<file path="config.mk">
export PLATFORM = sky130hd
export DESIGN_NAME = gray_to_binary_serial_flat
export DESIGN_NICKNAME = d
export VERILOG_FILES = /design/src/rtl/gray_to_binary_serial_if.sv /design/src/rtl/gray_to_binary_serial.sv /design/src/flat_wrapper.sv
export SDC_FILE = /design/constraint.sdc
export NUM_CORES = 1
export LEC_CHECK = 0
export CORE_MARGIN = 3
export CORE_UTILIZATION = 43
export DETAILED_ROUTE_END_ITERATION = 16
export PLACE_DENSITY = 0.77
export SYNTH_ARGS = -nofsm -noshare
export SYNTH_HDL_FRONTEND = slang
export SYNTH_SLANG_ARGS = --single-unit
</file>
<file path="constraint.sdc">
create_clock -name clk -period 1.7 [get_ports clk]
set_clock_uncertainty 0.15 [all_clocks]
set_input_delay 0.34 -clock clk [delete_from_list [all_inputs] [get_ports clk]]
set_output_delay 0.34 -clock clk [all_outputs]
set_load 0.02 [all_outputs]
</file>
<file path="src/rtl/gray_to_binary_serial_if.sv">
// Handshake bundle for the serial Gray-to-binary decoder.
// The master side feeds Gray words and consumes binary words; the slave side is the decoder.
interface gray_to_binary_serial_if #(
    parameter int WIDTH = 4
);
    logic             in_valid;
    logic             in_ready;
    logic [WIDTH-1:0] din;
    logic             out_valid;
    logic             out_ready;
    logic [WIDTH-1:0] dout;
    logic             busy;

    modport master (
        output in_valid,
        output din,
        output out_ready,
        input  in_ready,
        input  out_valid,
        input  dout,
        input  busy
    );

    modport slave (
        input  in_valid,
        input  din,
        input  out_ready,
        output in_ready,
        output out_valid,
        output dout,
        output busy
    );
endinterface

</file>
<file path="src/rtl/gray_to_binary_serial.sv">
// Bit-serial Gray-to-binary decoder: takes one Gray word, resolves one bit per clock MSB first,
// then holds the binary result until the consumer takes it.
module gray_to_binary_serial #(
    parameter int WIDTH = 4
) (
    input  logic                   clk,
    input  logic                   rst,
    gray_to_binary_serial_if.slave bus
);
    localparam int              IDXW    = $clog2(WIDTH);
    localparam logic [IDXW-1:0] IDX_MAX = IDXW'(WIDTH - 1);
    localparam logic [IDXW-1:0] IDX_ONE = IDXW'(1);
    localparam logic [IDXW-1:0] IDX_ZERO = IDXW'(0);

    typedef enum logic [1:0] {
        ST_IDLE  = 2'd0,
        ST_SHIFT = 2'd1,
        ST_DONE  = 2'd2
    } state_t;

    state_t           state_r;
    state_t           state_s;
    logic [WIDTH-1:0] g_reg_r;
    logic [WIDTH-1:0] g_reg_s;
    logic [WIDTH-1:0] b_reg_r;
    logic [WIDTH-1:0] b_reg_s;
    logic [IDXW-1:0]  idx_r;
    logic [IDXW-1:0]  idx_s;
    logic             upper_s;
    logic             in_ready_r;
    logic             out_valid_r;
    logic             busy_r;

    // Already-decoded bit one position above i; selected by compare so the index never leaves range.
    function automatic logic upper_bit(input logic [WIDTH-1:0] b, input logic [IDXW-1:0] i);
        logic r;
        r = 1'b0;
        for (int k = 0; k < WIDTH - 1; k++) begin
            r = (i == IDXW'(k)) ? b[k+1] : r;
        end
        return r;
    endfunction

    // Next-state, index and datapath update
    always_comb begin
        state_s = state_r;
        g_reg_s = g_reg_r;
        b_reg_s = b_reg_r;
        idx_s   = idx_r;
        upper_s = (idx_r == IDX_MAX) ? 1'b0 : upper_bit(b_reg_r, idx_r);
        case (state_r)
            ST_IDLE: begin
                if (bus.in_valid) begin
                    g_reg_s = bus.din;
                    b_reg_s = {WIDTH{1'b0}};
                    idx_s   = IDX_MAX;
                    state_s = ST_SHIFT;
                end else begin
                    state_s = ST_IDLE;
                end
            end
            ST_SHIFT: begin
                b_reg_s[idx_r] = upper_s ^ g_reg_r[idx_r];
                if (idx_r == IDX_ZERO) begin
                    state_s = ST_DONE;
                end else begin
                    idx_s = idx_r - IDX_ONE;
                end
            end
            ST_DONE: begin
                if (bus.out_ready) begin
                    state_s = ST_IDLE;
                end else begin
                    state_s = ST_DONE;
                end
            end
            default: begin
                state_s = ST_IDLE;
            end
        endcase
    end

    // State, datapath and output-flag registers; flags follow the next state so they align with it
    always_ff @(posedge clk) begin
        if (rst) begin
            state_r     <= ST_IDLE;
            g_reg_r     <= {WIDTH{1'b0}};
            b_reg_r     <= {WIDTH{1'b0}};
            idx_r       <= IDX_ZERO;
            in_ready_r  <= 1'b1;
            out_valid_r <= 1'b0;
            busy_r      <= 1'b0;
        end else begin
            state_r     <= state_s;
            g_reg_r     <= g_reg_s;
            b_reg_r     <= b_reg_s;
            idx_r       <= idx_s;
            in_ready_r  <= (state_s == ST_IDLE);
            out_valid_r <= (state_s == ST_DONE);
            busy_r      <= (state_s != ST_IDLE);
        end
    end

    assign bus.in_ready  = in_ready_r;
    assign bus.out_valid = out_valid_r;
    assign bus.busy      = busy_r;
    assign bus.dout      = b_reg_r;
endmodule

</file>
<file path="src/flat_wrapper.sv">
// flat-port wrapper written by rule: the top's interface ports become plain ports
module gray_to_binary_serial_flat 
#(
    parameter int WIDTH = 4
)
  (clk, rst, bus_in_valid, bus_din, bus_out_ready, bus_in_ready, bus_out_valid, bus_dout, bus_busy);
  gray_to_binary_serial_if #(.WIDTH(WIDTH)) bus_i ();
  input  logic clk;
  input  logic rst;
  input wire logic [$bits(bus_i.in_valid)-1:0] bus_in_valid;
  input wire logic [$bits(bus_i.din)-1:0] bus_din;
  input wire logic [$bits(bus_i.out_ready)-1:0] bus_out_ready;
  output wire logic [$bits(bus_i.in_ready)-1:0] bus_in_ready;
  output wire logic [$bits(bus_i.out_valid)-1:0] bus_out_valid;
  output wire logic [$bits(bus_i.dout)-1:0] bus_dout;
  output wire logic [$bits(bus_i.busy)-1:0] bus_busy;
  assign bus_i.in_valid = bus_in_valid;
  assign bus_i.din = bus_din;
  assign bus_i.out_ready = bus_out_ready;
  assign bus_in_ready = bus_i.in_ready;
  assign bus_out_valid = bus_i.out_valid;
  assign bus_dout = bus_i.dout;
  assign bus_busy = bus_i.busy;
  gray_to_binary_serial #(.WIDTH(WIDTH)) u_core (.clk(clk), .rst(rst), .bus(bus_i));
endmodule
</file>
# Word level (Yosys, flattened, before mapping)
# Index checks and enable logic that the tools add are counted.
[totals]
in_bits = 8
elab_cells = 46
ff_bits = 15
output_inout_bits = 7
[classes]
add_sub_neg = 1
n_bitwise = 1
muxes = 18
n_eq_ne = 8
reduce_logical = 9
magnitude_cmp = 2
[ops]
columns = ["operator", "count"]
rows = [
  ["$eq A2 B2 Y1 const B", 4],
  ["$mux W2", 4],
  ["$pmux W4 S2", 1],
  ["$mux W1", 7],
  ["$logic_not A2 Y1", 3],
  ["$pmux W2 S3", 1],
  ["$bwmux W4", 1],
  ["$eq A2 B1 Y1 const B", 2],
  ["$mux W4", 1],
  ["$ne A2 B2 Y1 const B", 2],
  ["$pmux W2 S2", 1],
  ["$reduce_and A2 Y1", 2],
  ["$reduce_bool A2 Y1", 2],
  ["$lt A2 B3 Y1 const B", 1],
  ["$reduce_and A3 Y1", 1],
  ["$bmux W1 S2", 1],
  ["$demux W1 S2", 1],
  ["$ge A2 B1 Y1 const B", 1],
  ["$sub A2 B1 Y2 const B", 1],
  ["$logic_and A1 B1 Y1", 1],
  ["$xor A1 B1 Y1", 1],
]

# Logic depth before layout (Yosys ltp)
[depth]
word_depth = 8
ltp_mapped = 6
ltp_nobuf = 6

# Worst setup path before layout
# No wires, ideal clock.
[synth_path]
path_type = "reg2reg"
startpoint = "register u_core.idx_r[1]"
endpoint = "register u_core.b_reg_r[0], in the netlist u_core.bus.dout[0]"
path_stages_with_launch = 7
required_ns = 1.459
setup_time_ns = 0.091
setup_slack_ns = 0.103
arrival_time_ns = 1.356
path_buffers = 0
synth_period_minus_slack_ns = 1.597
cell_sequence = "dfxtp_1 inv_1 ha_1 nand3b_1 a221oi_2 xnor2_1 a311oi_1"
[synth_via]
elab_chain_len = 8
elab_cells_between_ends = 18
cone_classes = "order compare (2); eq/ne (3); mux (10); bitwise (1); reduce/logical (2)"
[synth_rtl]
columns = ["element", "line", "rtl"]
rows = [
  ["start: declaration", "gray_to_binary_serial.sv:27", "logic [IDXW-1:0] idx_r;"],
  ["start signal: assignment", "gray_to_binary_serial.sv:97", "idx_r <= idx_s;"],
  ["$logic_not A2 Y1", "gray_to_binary_serial.sv:39", "r = (i == IDXW'(k)) ? b[k+1] : r;"],
  ["$mux W1 (3 in a row)", "gray_to_binary_serial.sv:39", ""],
  ["$mux W1", "gray_to_binary_serial.sv:50", "upper_s = (idx_r == IDX_MAX) ? 1'b0 : upper_bit(b_reg_r, idx_r);"],
  ["$xor A1 B1 Y1", "gray_to_binary_serial.sv:63", "b_reg_s[idx_r] = upper_s ^ g_reg_r[idx_r];"],
  ["$bwmux W4 (*)", "gray_to_binary_serial.sv:63", ""],
  ["$pmux W4 S2 (*)", "gray_to_binary_serial.sv:51", "case (state_r)"],
  ["end signal: assignment", "gray_to_binary_serial.sv:88", "b_reg_r <= {WIDTH{1'b0}};"],
  ["end signal: assignment", "gray_to_binary_serial.sv:96", "b_reg_r <= b_reg_s;"],
  ["end: declaration", "gray_to_binary_serial.sv:25", "logic [WIDTH-1:0] b_reg_r;"],
]
# Mark *: on every way between the ends. The rest lies on a longest branch, timed or not. The select of a mux whose other input is x is not followed.
# A chain may end at the register's enable or synchronous reset.

# Worst setup path in the final report
# Same ends and word-level chain as after synthesis.

==> run_results.csv <==
group,metric,value,unit
clock_network,clkTransAtPathRegs,0.09,ns
worst_setup_path,timing.rr.end,"u_core.bus.dout[0]$_SDFFE_PP0P_",
grt,antenna_found_initial,0,
yosys,synth_seq_cells,15,
yosys,synth_edf_count,0,
run,maxCapViolations,0,
cells_and_area,diodes,0,
power_and_ir_drop,p_seq_share,47.3,%
worst_setup_path,crit_buf_inv,1,
power_and_ir_drop,intPower,0.598,mW
grt,grt_max_degree,15,
worst_setup_path,startpoint_type,"register",
run_status,status,"completed",
timing,fin_tns_setup,0,ns
worst_setup_path,arrival,1.68,ns
place,place_congestion,0.753,
routing,ant_nets,0,
die,placeableCoreArea,0.00142,mm^2
yosys,synth_cells,74,
power_and_ir_drop,p_total,0.859,mW
power_and_ir_drop,pwr_density_cell,888,mW/mm^2
timing,tightest_slew,0.281,ns
die,die_h,46.3,um
grt,grt_pass1_vias,610,
worst_setup_path,cp_top_family,"compound AO/OA/AOI/OAI gates",
grt,grt_pass1_wl,2.55,mm
clock_network,clk_path_buf_depth,2,
clock_network,cts_buffers,3,
worst_setup_path,cp-end-kind,"register",
routing,via_per_inst,5.62,
timing,finalHoldViolCount,0,
die,die_x,46.3,um
power_and_ir_drop,power.net_switching,0.261,mW
clock_network,hold_buffers,0,
timing,rsz0062_at_grt,"false",
timing,setup_violations,0,
cells_and_area,seqCellArea,305,um^2
routing,drtIter0Drc,6,
grt,track_usage,17.2,%
yosys,synth_common_cells,"dfxtp_1 (15), a21oi_1 (13), nand2_1 (5)",
yosys,async_flop_share,0,%
grt,grt.overflow.total,0,
timing,slew_viol_final,0,
power_and_ir_drop,p_leak,0.393,nW
place,hpwl,1.11,mm
yosys,syn-cell-area,699,um^2
power_and_ir_drop,share_clk_of_total_power,24.3,%
cells_and_area,syn_to_final_growth,38.3,%
routing,firstDrtPassIters,4,
routing,drt-total-wl,1.47,mm
worst_setup_path,ff2ff_setup_slack,0.08,ns
worst_setup_path,critPathKind,"reg -> reg",
die,rows,13,
cells_and_area,fillers,126,
cells_and_area,nets,112,
yosys,synth_top_area_share,42.9,%
cells_and_area,final_area,967,um^2
yosys,synth_warnings,0,
die,ios,15,
place,numPortBuffers,14,
die,die-area,0.00215,mm^2
timing,period_share,95.3,%
clock_network,root_buffer,"clkbuf_4",
clock_network,cts_tree,"done",
worst_setup_path,rr_startpoint,"u_core.idx_r[1]$_SDFFE_PP0P_",
worst_hold_path,min_to,"u_core.g_reg_r[3]$_SDFFE_PP0N_",
worst_setup_path,cpMaxStageDelayCell,"dfxtp_2",
worst_hold_path,hold_start,"u_core.g_reg_r[3]$_SDFFE_PP0N_",
yosys,syn_nets,86,
cells_and_area,drive_gt1_share,24.2,%
yosys,yosys.cell_types.count,24,
worst_setup_path,cpPeakStageDelay,0.35,ns
worst_hold_path,hold_class,"reg -> reg",
timing,timing.fmax,617,MHz
worst_setup_path,critPathMaxFanout,3,
routing,post-route-drc-count,0,
yosys,avgSynthCellArea,9.45,um^2
power_and_ir_drop,p_sw_share,30.4,%
yosys,synth_area_leaders,"dfxtp_1 (43%), a21oi_1 (9.3%), ha_1 (7.2%), a311oi_1 (3.8%), nor2b_1 (3.6%)",
yosys,synth.most_common_cell,"dfxtp_1",
routing,vias,641,
clock_network,clk_latency,0.29,ns
timing,fin_crit,1.62,ns
clock_network,numClockSinks,15,
worst_setup_path,ff2ff_path_depth,6,
worst_hold_path,worst_hold_path.num_cells,2,
worst_setup_path,worstPathCellList,"inv_2, ha_4, nand3b_1, a221oi_2, xnor2_1, a311oi_1",
timing,relSlewSlack,81.2,%
yosys,synth_area_leader_cell,"dfxtp_1",
power_and_ir_drop,pwr-share-comb,28.4,%
routing,wl_per_cell,12.9,um
cells_and_area,multiInputGateArea,402,um^2
yosys,ys.flop_type,"dfxtp_1",
die,initial_utilization,49.4,%
yosys,ys_seq_area_share,42.9,%
power_and_ir_drop,ir_drop,0.625,mV
worst_setup_path,cp.required,1.76,ns
place,placed_area,916,um^2
clock_network,htreeDepth,1,
[layout make-up]
cell class / instances / share of cell area [%]
multi-input cells: 53 / 41.5
well taps: 15 / 1.94
inverters: 4 / 1.55
clock buffers: 3 / 2.33
clock inverters: 1 / 0.517
repair buffers: 23 / 20.6
flip-flops and latches: 15 / 31.6
[worst register-to-register path: cells and delay by family, from the launching register on]
kind,cells,cell delay [ns]
adder cells (fa/ha/maj),1,0.16
XOR/XNOR,1,0.13
AO/OA/AOI/OAI,2,0.51
buffers and inverters,1,0.07
flip-flops,1,0.35
AND/OR/NAND/NOR,1,0.17
[layout by cell type (no fill, tap or decap), drive strengths merged]
| master | netlist | routed |
|---|---|---|
| nor3 | 1 | 1 |
| a211oi | 1 | 1 |
| buf | 2 | 9 |
| a311oi | 3 | 3 |
| inv | 4 | 4 |
| nand2b | 1 | 1 |
| clkinv | 0 | 1 |
| xnor2 | 2 | 2 |
| nor2 | 3 | 3 |
| o21a | 3 | 3 |
| dfxtp | 15 | 15 |
| or3b | 1 | 1 |
| clkbuf | 0 | 3 |
| nor3b | 1 | 1 |
| a32oi | 1 | 1 |
| nor2b | 4 | 4 |
| clkdlybuf4s50 | 0 | 7 |
| a221oi | 2 | 2 |
| nand3b | 1 | 1 |
| o21ai | 4 | 4 |
| ha | 4 | 4 |
| mux4 | 1 | 1 |
| and2b | 1 | 1 |
| dlygate4sd2 | 0 | 7 |
| a21oi | 13 | 13 |
| nand2 | 5 | 5 |
| o21bai | 1 | 1 |
[through the flow]
| stage | setup WS [ns] | hold WS [ns] | utilization (%) | cells |
|---|---|---|---|---|
| after floorplan | 0.103 | 0.262 | - | 74 |
| after global placement | -0.00118 | 0.312 | 64.7 | 110 |
| after detailed placement | -0.0523 | 0.323 | 64.7 | 110 |
| after CTS | 0.0225 | 0.336 | 66.1 | 114 |
| after global routing | 0.00870 | 0.370 | 68.3 | 114 |
| final | 0.0792 | 0.331 | 68.3 | 114 |
[power by group through the flow]
stage	clock, mW	sequential (mW)	combinational [mW]
2_1_floorplan	0	0.419	0.128
3_3_place_gp	0	0.409	0.232
3_5_place_dp	0	0.411	0.238
4_1_cts	0.213	0.403	0.231
5_1_grt	0.225	0.411	0.271
6_report	0.208	0.407	0.244
[routing by layer]
metal / vias up / global-route usage, % / wire length, um
li1: 319 / - / -
met1: 300 / 19.8 / 641
met2: 18 / 27.2 / 708
met3: 4 / 3.52 / 68
met4: 0 / 13.6 / 48
met5: - / 0 / 0
[state kept, by name (all words and copies together) (netlist names)]
register / count
u_core.idx_r: 2
u_core.state_r: 2
u_core.bus.dout: 4
u_core.bus.in_ready: 1
u_core.g_reg_r: 4
u_core.bus.out_valid: 1
u_core.bus.busy: 1
[logic make-up (layout without fill, tap and decap cells)]
| group | Yosys count | in the layout | synth area share (%) |
|---|---|---|---|
| adder cells (fa/ha/maj) | 4 | 4 | 7.16 |
| XOR/XNOR | 2 | 2 | 2.50 |
| multiplexers | 1 | 1 | 3.22 |
| AO/OA/AOI/OAI | 28 | 28 | 25.9 |
| flip-flops | 15 | 15 | 42.9 |
| AND/OR/NAND/NOR | 18 | 18 | 14.7 |
| buffers and inverters | 6 | 31 | 3.58 |
[repair_timing]
| action | in CTS | in global routing |
|---|---|---|
| gates resized for setup | 8 | 9 |
| setup endpoints to repair | 8 | 3 |
| pin swaps | 0 | 4 |
| buffers inserted | 0 | 0 |
[worst max-delay path by stage]
stage / to / cells past startpoint / slack (ns) / startpoint
after floorplan: u_core.bus.dout[0]$_SDFFE_PP0P_ / 6 / 0.10 / u_core.idx_r[1]$_SDFFE_PP0P_
after global placement: u_core.bus.in_ready$_SDFF_PP1_ / 4 / -0.001 / bus_out_ready
after detailed placement: u_core.idx_r[1]$_SDFFE_PP0P_ / 4 / -0.05 / bus_in_valid
after CTS: u_core.bus.dout[0]$_SDFFE_PP0P_ / 6 / 0.02 / u_core.idx_r[1]$_SDFFE_PP0P_
after global routing: u_core.bus.dout[0]$_SDFFE_PP0P_ / 6 / 0.009 / u_core.idx_r[1]$_SDFFE_PP0P_
final: u_core.bus.dout[0]$_SDFFE_PP0P_ / 6 / 0.08 / u_core.idx_r[1]$_SDFFE_PP0P_
Note: power is estimated with default switching activity, not from simulation.
